**src/rtl/ws2812b_multi_out.sv**
```systemverilog
// Multi-lane WS2812B serialiser: one shared bit-timing engine drives CHANNELS
// LED strings in lockstep, with a valid/ready pixel handshake and one latch
// gap per frame.
module ws2812b_multi_out #(
  parameter int CHANNELS   = 4,
  parameter int BITS       = 24,
  parameter int CYCLES_T0H = 4,
  parameter int CYCLES_T1H = 7,
  parameter int CYCLES_BIT = 11,
  parameter int CYCLES_RET = 450,
  parameter int CNT_WIDTH  = 9,
  parameter int INVERT     = 0
) (
  input  logic                     clk,
  input  logic                     reset,
  input  logic                     pix_valid,
  input  logic [CHANNELS*BITS-1:0] pix_data,
  input  logic [CHANNELS-1:0]      chan_en,
  output logic                     pix_ready,
  output logic [CHANNELS-1:0]      ws_data,
  output logic                     busy,
  output logic                     frame_done
);

  localparam int IDX_W = (BITS > 1) ? $clog2(BITS) : 1;
  localparam logic [CNT_WIDTH-1:0] PH_LAST  = CNT_WIDTH'(CYCLES_BIT - 1);
  localparam logic [CNT_WIDTH-1:0] RET_LAST = CNT_WIDTH'(CYCLES_RET - 1);
  localparam logic [CNT_WIDTH-1:0] T0H      = CNT_WIDTH'(CYCLES_T0H);
  localparam logic [CNT_WIDTH-1:0] T1H      = CNT_WIDTH'(CYCLES_T1H);
  localparam logic [IDX_W-1:0]     IDX_TOP  = IDX_W'(BITS - 1);
  localparam logic                 INV      = (INVERT != 0);

  typedef enum logic [1:0] {
    S_IDLE,
    S_BIT,
    S_LATCH
  } state_e;

  state_e                     state_q, state_d;
  logic [CNT_WIDTH-1:0]       phase_q, phase_d;
  logic [IDX_W-1:0]           idx_q, idx_d;
  logic [CHANNELS*BITS-1:0]   shreg_q, shreg_d;
  logic [CHANNELS-1:0]        mask_q, mask_d;
  logic [CHANNELS-1:0]        ws_q, ws_d;
  logic                       done_q, done_d;
  logic                       xfer;
  logic                       lane_hi;

  // Handshake: ready in IDLE or on the very last cycle of the last bit.
  always_comb begin
    pix_ready = !reset &&
                ((state_q == S_IDLE) ||
                 ((state_q == S_BIT) && (phase_q == PH_LAST) && (idx_q == '0)));
    xfer      = pix_valid && pix_ready;
  end

  // Next-state logic; the phase counter doubles as the latch-gap counter.
  // Output levels are derived from the next-state values so ws_data is
  // registered yet rises the cycle right after the accept.
  always_comb begin
    state_d = state_q;
    phase_d = phase_q;
    idx_d   = idx_q;
    shreg_d = shreg_q;
    mask_d  = mask_q;
    done_d  = 1'b0;
    ws_d    = '0;
    lane_hi = 1'b0;
    if (xfer) begin
      state_d = S_BIT;
      phase_d = '0;
      idx_d   = IDX_TOP;
      shreg_d = pix_data;
      mask_d  = chan_en;
    end else begin
      case (state_q)
        S_BIT: begin
          if (phase_q == PH_LAST) begin
            phase_d = '0;
            if (idx_q == '0) begin
              state_d = S_LATCH;
            end else begin
              idx_d = idx_q - 1'b1;
              for (int unsigned c = 0; c < CHANNELS; c++) begin
                shreg_d[c*BITS +: BITS] = {shreg_q[c*BITS +: BITS-1], 1'b0};
              end
            end
          end else begin
            phase_d = phase_q + 1'b1;
          end
        end
        S_LATCH: begin
          if (phase_q == RET_LAST) begin
            state_d = S_IDLE;
            phase_d = '0;
            done_d  = 1'b1;
          end else begin
            phase_d = phase_q + 1'b1;
          end
        end
        default: ;
      endcase
    end
    for (int unsigned c = 0; c < CHANNELS; c++) begin
      lane_hi = shreg_d[c*BITS + BITS - 1];
      ws_d[c] = INV ^ ((state_d == S_BIT) && mask_d[c] &&
                       (phase_d < (lane_hi ? T1H : T0H)));
    end
  end

  // State, datapath and registered outputs.
  always_ff @(posedge clk) begin
    if (reset) begin
      state_q <= S_IDLE;
      phase_q <= '0;
      idx_q   <= '0;
      shreg_q <= '0;
      mask_q  <= '0;
      ws_q    <= {CHANNELS{INV}};
      done_q  <= 1'b0;
    end else begin
      state_q <= state_d;
      phase_q <= phase_d;
      idx_q   <= idx_d;
      shreg_q <= shreg_d;
      mask_q  <= mask_d;
      ws_q    <= ws_d;
      done_q  <= done_d;
    end
  end

  assign ws_data    = ws_q;
  assign busy       = (state_q != S_IDLE);
  assign frame_done = done_q;

endmodule

```
**config.mk**
```make
export PLATFORM = sky130hd
export DESIGN_NAME = ws2812b_multi_out
export DESIGN_NICKNAME = d
export VERILOG_FILES = /design/src/rtl/ws2812b_multi_out.sv
export SDC_FILE = /design/constraint.sdc
export NUM_CORES = 1
export LEC_CHECK = 0
export BUFFER_PORTS_ARGS = -buffer_cell sky130_fd_sc_hd__clkbuf_2
export CORE_ASPECT_RATIO = 1.1
export CORE_UTILIZATION = 50
export DETAILED_ROUTE_END_ITERATION = 8
export PLACE_DENSITY_LB_ADDON = 0.12
export SETUP_SLACK_MARGIN = 0.3
export SLEW_MARGIN = 40
export SYNTH_ARGS = -nofsm -noshare
export SYNTH_HDL_FRONTEND = slang
export SYNTH_SLANG_ARGS = --single-unit
```
**constraint.sdc**
```tcl
create_clock -name clk -period 3 [get_ports clk]
set_input_delay 0.6 -clock clk [delete_from_list [all_inputs] [get_ports clk]]
set_output_delay 0.6 -clock clk [all_outputs]
set_load 0.02 [all_outputs]
```
==> impl_metrics.env, run 1 <==
export IMPL_status="completed"
export IMPL_cp_depth=13
export IMPL_yosysTopAreaCell="dfxtp_1"
export IMPL_ctsHoldBuffers=0
export IMPL_ys_flop_type="dfxtp_1"
export IMPL_p_sw_share_pct=23.90
export IMPL_dieWidth_um=104.1
export IMPL_yosysTopAreaCellShare_pct=42.28
export IMPL_cts_tree="done"
export IMPL_grt_pass1_wl_um=20560
export IMPL_synth_area_sq_um=5729
export IMPL_seqPwrFrac_pct=45.0
export IMPL_critPathArrivalTime_ns=2.92
export IMPL_maxCapViolations=0
export IMPL_dr_pass1_iters=4
export IMPL_cp_end_kind="flop"
export IMPL_routed_via_density=5.417
export IMPL_r2r_start="idx_q[0]$_SDFFE_PP0P_"
export IMPL_cp_max_fo=11
export IMPL_rsz0062_at_grt="true"
export IMPL_clkTransAtPathRegs_ns=0.05
export IMPL_critPathKind="reg -> reg"
export IMPL_drive_gt1_share_pct=24.03
export IMPL_antenna_found_initial=0
export IMPL_cts_htree_levels=4
export IMPL_routabilityCongestion=0.8315
export IMPL_peakVddDrop_mv=0.4205
export IMPL_crit_buf_inv=3
export IMPL_dpl_hpwl_um=7984
export IMPL_detail_route_wl_per_cell_um=14.56
export IMPL_core_area_sq_um=11060
export IMPL_fin_crit_ns=2.633
export IMPL_clock_skew_ns=0.006825
export IMPL_path_cells="inv_1 > ha_1 > or4b_4 > nand4_1 > buf_6 > buf_12 > mux2i_1 > nand2_1 > o21ai_0 > ha_1 > nand2_1 > a32oi_1 > nor3_1"
export IMPL_r2r_end="ws_data[0]$_SDFF_PP0_"
export IMPL_total_power_uw=3970
export IMPL_tns_ns=0
export IMPL_initial_core_util_pct=51.80
export IMPL_combinationalPowerShare_pct=10.8
export IMPL_ios=110
export IMPL_antenna_left=0
export IMPL_fp_dieH_um=114.3
export IMPL_ys_seq_area_share_pct=42.28
export IMPL_grt_max_degree=102
export IMPL_synth_edf_count=0
export IMPL_hold_end="shreg_q[0]$_SDFFE_PP0P_"
export IMPL_critPathMaxStageDelay_ns=0.47
export IMPL_cp_data_required_time_ns=3.29
export IMPL_clockBufferDepth=2
export IMPL_clock_latency_ns=0.40
export IMPL_portBuffers=109
export IMPL_synth_distinct_cells=50
export IMPL_power_density_nw_per_um2=579.0
export IMPL_crit_slowest_cell="or4b_4"
export IMPL_hp_class="in -> reg"
export IMPL_cts_root_buf="clkbuf_16"
export IMPL_synthArstFlopShare_pct=0
export IMPL_r2r_cells=13
export IMPL_cts_num_sinks=121
export IMPL_hp_start="pix_data[0]"
export IMPL_syn_inst=605
export IMPL_p_clk_share_pct=44.3
export IMPL_syn_to_final_growth_pct=19.65
export IMPL_hold_depth=3
export IMPL_gr_usage_all_layers_pct=21.30
export IMPL_dieArea_sq_um=11890
export IMPL_drc_errors=0
export IMPL_antenna_cells=0
export IMPL_syn_avg_cell_area_sq_um=9.470
export IMPL_p_sw_uw=948.7
export IMPL_syn_nets=720
export IMPL_worst_path_dominant_cell_family="simple AND/OR/NAND/NOR gates"
export IMPL_via_count=4583
export IMPL_overflow=0
export IMPL_drt_iter0_drc=195
export IMPL_finalCritPeriodShare_pct=87.76
export IMPL_setup_viol=0
export IMPL_fin_nets=806
export IMPL_grt_pass1_vias=4328
export IMPL_power_leakage_uw=0.003399
export IMPL_fmax_mhz=379.8
export IMPL_yosys_top_cells_area="dfxtp_1 42%, mux2i_1 16%, a211oi_1 12%"
export IMPL_slew_headroom_pct=48.20
export IMPL_drv_slew=0
export IMPL_cp_start_kind="flop"
export IMPL_worst_slew_pin_slew_ns=0.7770
export IMPL_hold_viol=0
export IMPL_rrSetupSlack_ns=0.37
export IMPL_cts_made_buffers=17
export IMPL_power_internal_uw=3021
export IMPL_synth_seq_cells=121
export IMPL_num_rows=40
export IMPL_wirelength_um=12320
export IMPL_yosys_warnings=0
[power groups by stage]
stage	logic (uW)	registers [uW]	clock network [uW]
6_report	427	1790	1760
5_1_grt	482	1800	1870
4_1_cts	424	1780	1790
3_5_place_dp	418	1820	0
3_3_place_gp	408	1810	0
2_1_floorplan	287	1800	0
[state kept, by name, indices dropped and copies added, names as in the netlist]
signal / count
frame_done: 1
idx_q: 5
mask_q: 4
phase_q: 9
shreg_q: 96
state_q: 2
ws_data: 4
[worst min-delay path: cells and delay by family]
family,cells,cell delay [ns]
AOI/OAI and AO/OA,1,0.05
buffers and inverters,1,0.07
and+or+nand+nor,1,0.07
[worst max path at each step]
stage                                      from                       end  slack (ns)
after floorplan           phase_q[0]$_SDFF_PP0_     ws_data[2]$_SDFF_PP0_        0.63
after global placement    idx_q[0]$_SDFFE_PP0P_  shreg_q[56]$_SDFFE_PP0P_        0.34
after detailed placement  idx_q[0]$_SDFFE_PP0P_  shreg_q[36]$_SDFFE_PP0P_        0.25
after CTS                 phase_q[0]$_SDFF_PP0_                 pix_ready        0.24
after global routing      idx_q[0]$_SDFFE_PP0P_     ws_data[0]$_SDFF_PP0_        0.13
final                     idx_q[0]$_SDFFE_PP0P_     ws_data[0]$_SDFF_PP0_        0.37
[stage by stage]
step           instances  cell area, sq um  setup slack [ns]  util [%]  hold slack, ns
2_1_floorplan        605              5729            0.6255         -          0.4420
3_3_place_gp         816              6237            0.3422     56.39          0.4587
3_5_place_dp         816              6241            0.2478     56.43          0.4683
4_1_cts              843              6750            0.2424     61.03          0.4032
5_1_grt              846              6855            0.1321     61.98          0.4172
6_report             846              6855            0.3671     61.98          0.4214
[cell usage after synthesis (2+ instances only)]
master / n
buf_6: 3
buf_1: 4
nand4_1: 5
buf_2: 6
and4_1: 2
xor2_1: 3
nand2_1: 14
a32oi_1: 3
o31ai_1: 2
mux2i_1: 93
inv_1: 10
o21ai_1: 4
buf_8: 4
nor3_1: 6
or4b_4: 3
dfxtp_1: 121
buf_4: 7
nor4b_1: 3
and3_1: 10
a31o_2: 2
clkbuf_1: 29
nor2_1: 112
xnor2_1: 9
o21ai_0: 8
ha_1: 12
nand3_1: 6
o211ai_1: 2
and2_1: 2
o221ai_2: 2
a21oi_1: 8
a22o_1: 3
a211oi_1: 89
[layer usage]
| metal | track usage, % | wire [um] | vias up |
|---|---|---|---|
| met5 | 0 | 0 | - |
| met4 | 7.333 | 130 | 0 |
| met2 | 32.27 | 5587 | 106 |
| li1 | - | - | 2368 |
| met1 | 28.94 | 6011 | 2096 |
| met3 | 6.261 | 586 | 13 |
[logic make-up after synthesis]
logic type | Yosys count | share of synthesized area, %
and+or+nand+nor | 172 | 13.96
AOI/OAI and AO/OA | 131 | 17.08
DFF | 121 | 42.28
muxes | 93 | 16.25
buffers and inverters | 64 | 5.984
xor gates and xnor gates | 12 | 1.835
adders and majority gates | 12 | 2.621
[final cells by class]
class                           count  area [sq um]
Inverter                           10         37.54
Clock buffer                       21         440.4
Multi-Input combinational cell    420          3032
Sequential cell                   121          2424
Timing Repair Buffer              121         683.2
Fill cell                         999          4205
Tap cell                          147         183.9
Clock inverter                      6         55.05
[layout by cell type, fill, tap and decap left out, types with 2 or more instances in the layout]
cell,count
dfxtp_1,120
nor2_1,110
clkbuf_2,108
mux2i_1,92
a211oi_1,89
clkbuf_16,18
nand2_1,14
ha_1,12
inv_1,10
and3_1,10
xnor2_1,9
a21oi_1,7
buf_4,7
o21ai_0,6
nor3_1,6
nand3_1,6
nand4_1,5
o21ai_1,5
clkinv_2,5
clkbuf_1,4
buf_6,4
or4b_4,3
xor2_1,3
a22o_1,3
a32oi_1,3
nor4b_2,2
and2_1,2
nor2_2,2
and4_1,2
o31ai_1,2
a31o_2,2
o211ai_1,2
o221ai_2,2
[timing repair]
action | 4_1_cts | 5_1_grt
gates cloned | 0 | 1
endpoints found under the setup margin | 36 | 13
setup buffers | 0 | 2
gates resized for setup | 3 | 16
pin swaps | 0 | 1
No activity file was read; power rests on OpenSTA's default activity.
==> run 2, diff against run 1 <==
CORE_ASPECT_RATIO = not set   (was 1.1)
GPL_TIMING_DRIVEN = 0   (was not set)
==> impl_metrics.env, run 2 (synthesis gave the netlist of run 1 again) <==
export IMPL_status="completed"
export IMPL_fin_util_pct=65.09
export IMPL_fp_dieH_um=109.0
export IMPL_clock_skew_ns=0.005710
export IMPL_cp_max_fo=6
export IMPL_num_rows=38
export IMPL_setup_ws_ns=0.4009
export IMPL_overflow=0
export IMPL_grt_pass1_vias=4556
export IMPL_p_sw_share_pct=23.53
export IMPL_place_ws_ns=0.05262
export IMPL_fin_cells=885
export IMPL_critPathKind="reg -> reg"
export IMPL_hold_depth=3
export IMPL_cts_made_buffers=17
export IMPL_final_common_cell="dfxtp_1"
export IMPL_p_sw_uw=980.8
export IMPL_syn_to_final_growth_pct=24.79
export IMPL_clkTransAtPathRegs_ns=0.05
export IMPL_hp_class="in -> reg"
export IMPL_p_clk_share_pct=46.0
export IMPL_ios=110
export IMPL_dpl_hpwl_um=9496
export IMPL_endpoint="ws_data[2]$_SDFF_PP0_"
export IMPL_hold_viol=0
export IMPL_fin_crit_ns=2.599
export IMPL_r2r_end="ws_data[2]$_SDFF_PP0_"
export IMPL_regMostFlops="shreg_q"
export IMPL_fin_area_sq_um=7149
export IMPL_routabilityCongestion=0.8449
export IMPL_cts_htree_levels=4
export IMPL_largest_reg_flops=96
export IMPL_grt_pass1_wl_um=21530
export IMPL_cp_data_required_time_ns=3.30
export IMPL_r2r_cells=11
export IMPL_initial_core_util_pct=52.16
export IMPL_cts_root_buf="clkbuf_16"
export IMPL_dieWidth_um=109.0
export IMPL_dieArea_sq_um=11890
export IMPL_maxCapViolations=0
export IMPL_cts_tree="done"
export IMPL_seqPwrFrac_pct=42.9
export IMPL_drive_gt1_share_pct=25.37
export IMPL_rsz0062_at_grt="false"
export IMPL_slew_headroom_pct=61.58
export IMPL_drt_iter0_drc=222
export IMPL_final_cell_mix="119 x dfxtp_1, 111 x clkbuf_2, 111 x nor2_1"
export IMPL_antenna_left=0
export IMPL_cp_start_kind="flop"
export IMPL_startpoint="phase_q[0]$_SDFF_PP0_"
export IMPL_power_internal_uw=3187
export IMPL_drc_errors=0
export IMPL_dp_cells=853
export IMPL_setup_viol=0
export IMPL_via_count=4865
export IMPL_tns_ns=0
export IMPL_fmax_mhz=384.7
export IMPL_portBuffers=108
export IMPL_power_leakage_uw=0.003521
export IMPL_routed_via_density=5.497
export IMPL_clockBufferDepth=2
export IMPL_top_regs="shreg_q x96, phase_q x9, idx_q x5"
export IMPL_fin_nets=850
export IMPL_grt_max_degree=17
export IMPL_cp_end_kind="flop"
export IMPL_antenna_cells=0
export IMPL_peakVddDrop_mv=0.4759
export IMPL_dr_pass1_iters=5
export IMPL_r2r_start="phase_q[0]$_SDFF_PP0_"
export IMPL_finalCritPeriodShare_pct=86.64
export IMPL_critPathArrivalTime_ns=2.90
export IMPL_gr_usage_all_layers_pct=23.70
export IMPL_placed_area_sq_um=6445
export IMPL_combinationalPowerShare_pct=11.1
export IMPL_rrSetupSlack_ns=0.40
export IMPL_cts_num_sinks=121
export IMPL_antenna_found_initial=0
export IMPL_core_area_sq_um=10980
export IMPL_worst_slew_pin_slew_ns=0.5741
export IMPL_drv_slew=0
export IMPL_clock_latency_ns=0.41
export IMPL_power_density_nw_per_um2=583.0
export IMPL_wirelength_um=13550
export IMPL_detail_route_wl_per_cell_um=15.31
## run 2: changes by cell type in the layout (fill, tap and decap cells not counted), sizes merged
cell,previous run,this run
buf,12,27
clkbuf,130,165
clkinv,5,1
## run 2: how the worst min path moves through the flow
stage / start / to / slack, ns
after floorplan: mask_q[3]$_SDFF_PP0_ / mask_q[3]$_SDFF_PP0_ / 0.44
after global placement: mask_q[3]$_SDFF_PP0_ / mask_q[3]$_SDFF_PP0_ / 0.46
after detailed placement: mask_q[3]$_SDFF_PP0_ / mask_q[3]$_SDFF_PP0_ / 0.46
after CTS: pix_data[72] / shreg_q[72]$_SDFFE_PP0P_ / 0.40
after global routing: chan_en[2] / mask_q[2]$_SDFF_PP0_ / 0.42
final: pix_data[72] / shreg_q[72]$_SDFFE_PP0P_ / 0.42
## run 2: final cells by class
cell class              count  area (sq um)
flip-flops and latches    121          2425
fillers                   895          3834
clock inverters             2         35.03
plain buffers              54         322.8
repair buffers            111         563.0
multi-input cells         420          3068
clock buffers              27         523.0
well taps                 140         175.2
inverters                  10         37.54
## run 2: what timing repair did
| action | CTS | global route |
|---|---|---|
| setup endpoints to repair | 5 | 19 |
| resized for setup | 9 | 25 |
| pin swaps | 0 | 4 |
| setup buffers | 0 | 3 |
| hold buffers | 0 | 0 |
| cloned | 0 | 0 |
## run 2: metrics by stage
| stage | total power (uW) | hold WS (ns) |
|---|---|---|
| finish | 4168 | 0.4176 |
| global route | 4331 | 0.4204 |
| CTS | 4175 | 0.4033 |
| detailed placement | 2251 | 0.4641 |
| global placement | 2233 | 0.4572 |
| floorplan | 2088 | 0.4420 |
## run 2: worst max-delay path, cell delays in order, from the launching register on
cell and delay [ns]:
dfxtp_2 0.35, inv_1 0.08, ha_1 0.19, or4b_4 0.51, o21ai_1 0.29, a211oi_1 0.15, a21oi_2 0.19, nor2_2 0.08
ha_1 0.27, o21a_1 0.13, o211ai_2 0.07, and3b_1 0.18
## run 2: power groups by stage
stage / Combinational [uW] / Clock (uW) / Sequential [uW]
after floorplan: 287 / 0 / 1800
after global placement: 422 / 0 / 1810
after detailed placement: 435 / 0 / 1820
after CTS: 445 / 1940 / 1790
after global routing: 513 / 2020 / 1800
final: 462 / 1920 / 1790
## run 2: layer usage
| metal | track usage [%] | routed length [um] | share of wire (%) | vias up |
|---|---|---|---|---|
| met5 | 0 | 0 | 0 | - |
| met4 | 7.432 | 76 | 0.56 | 0 |
| met3 | 7.352 | 792 | 5.8 | 7 |
| met2 | 38.50 | 6368 | 47 | 115 |
| met1 | 29.86 | 6307 | 47 | 2286 |
| li1 | - | - | - | 2457 |
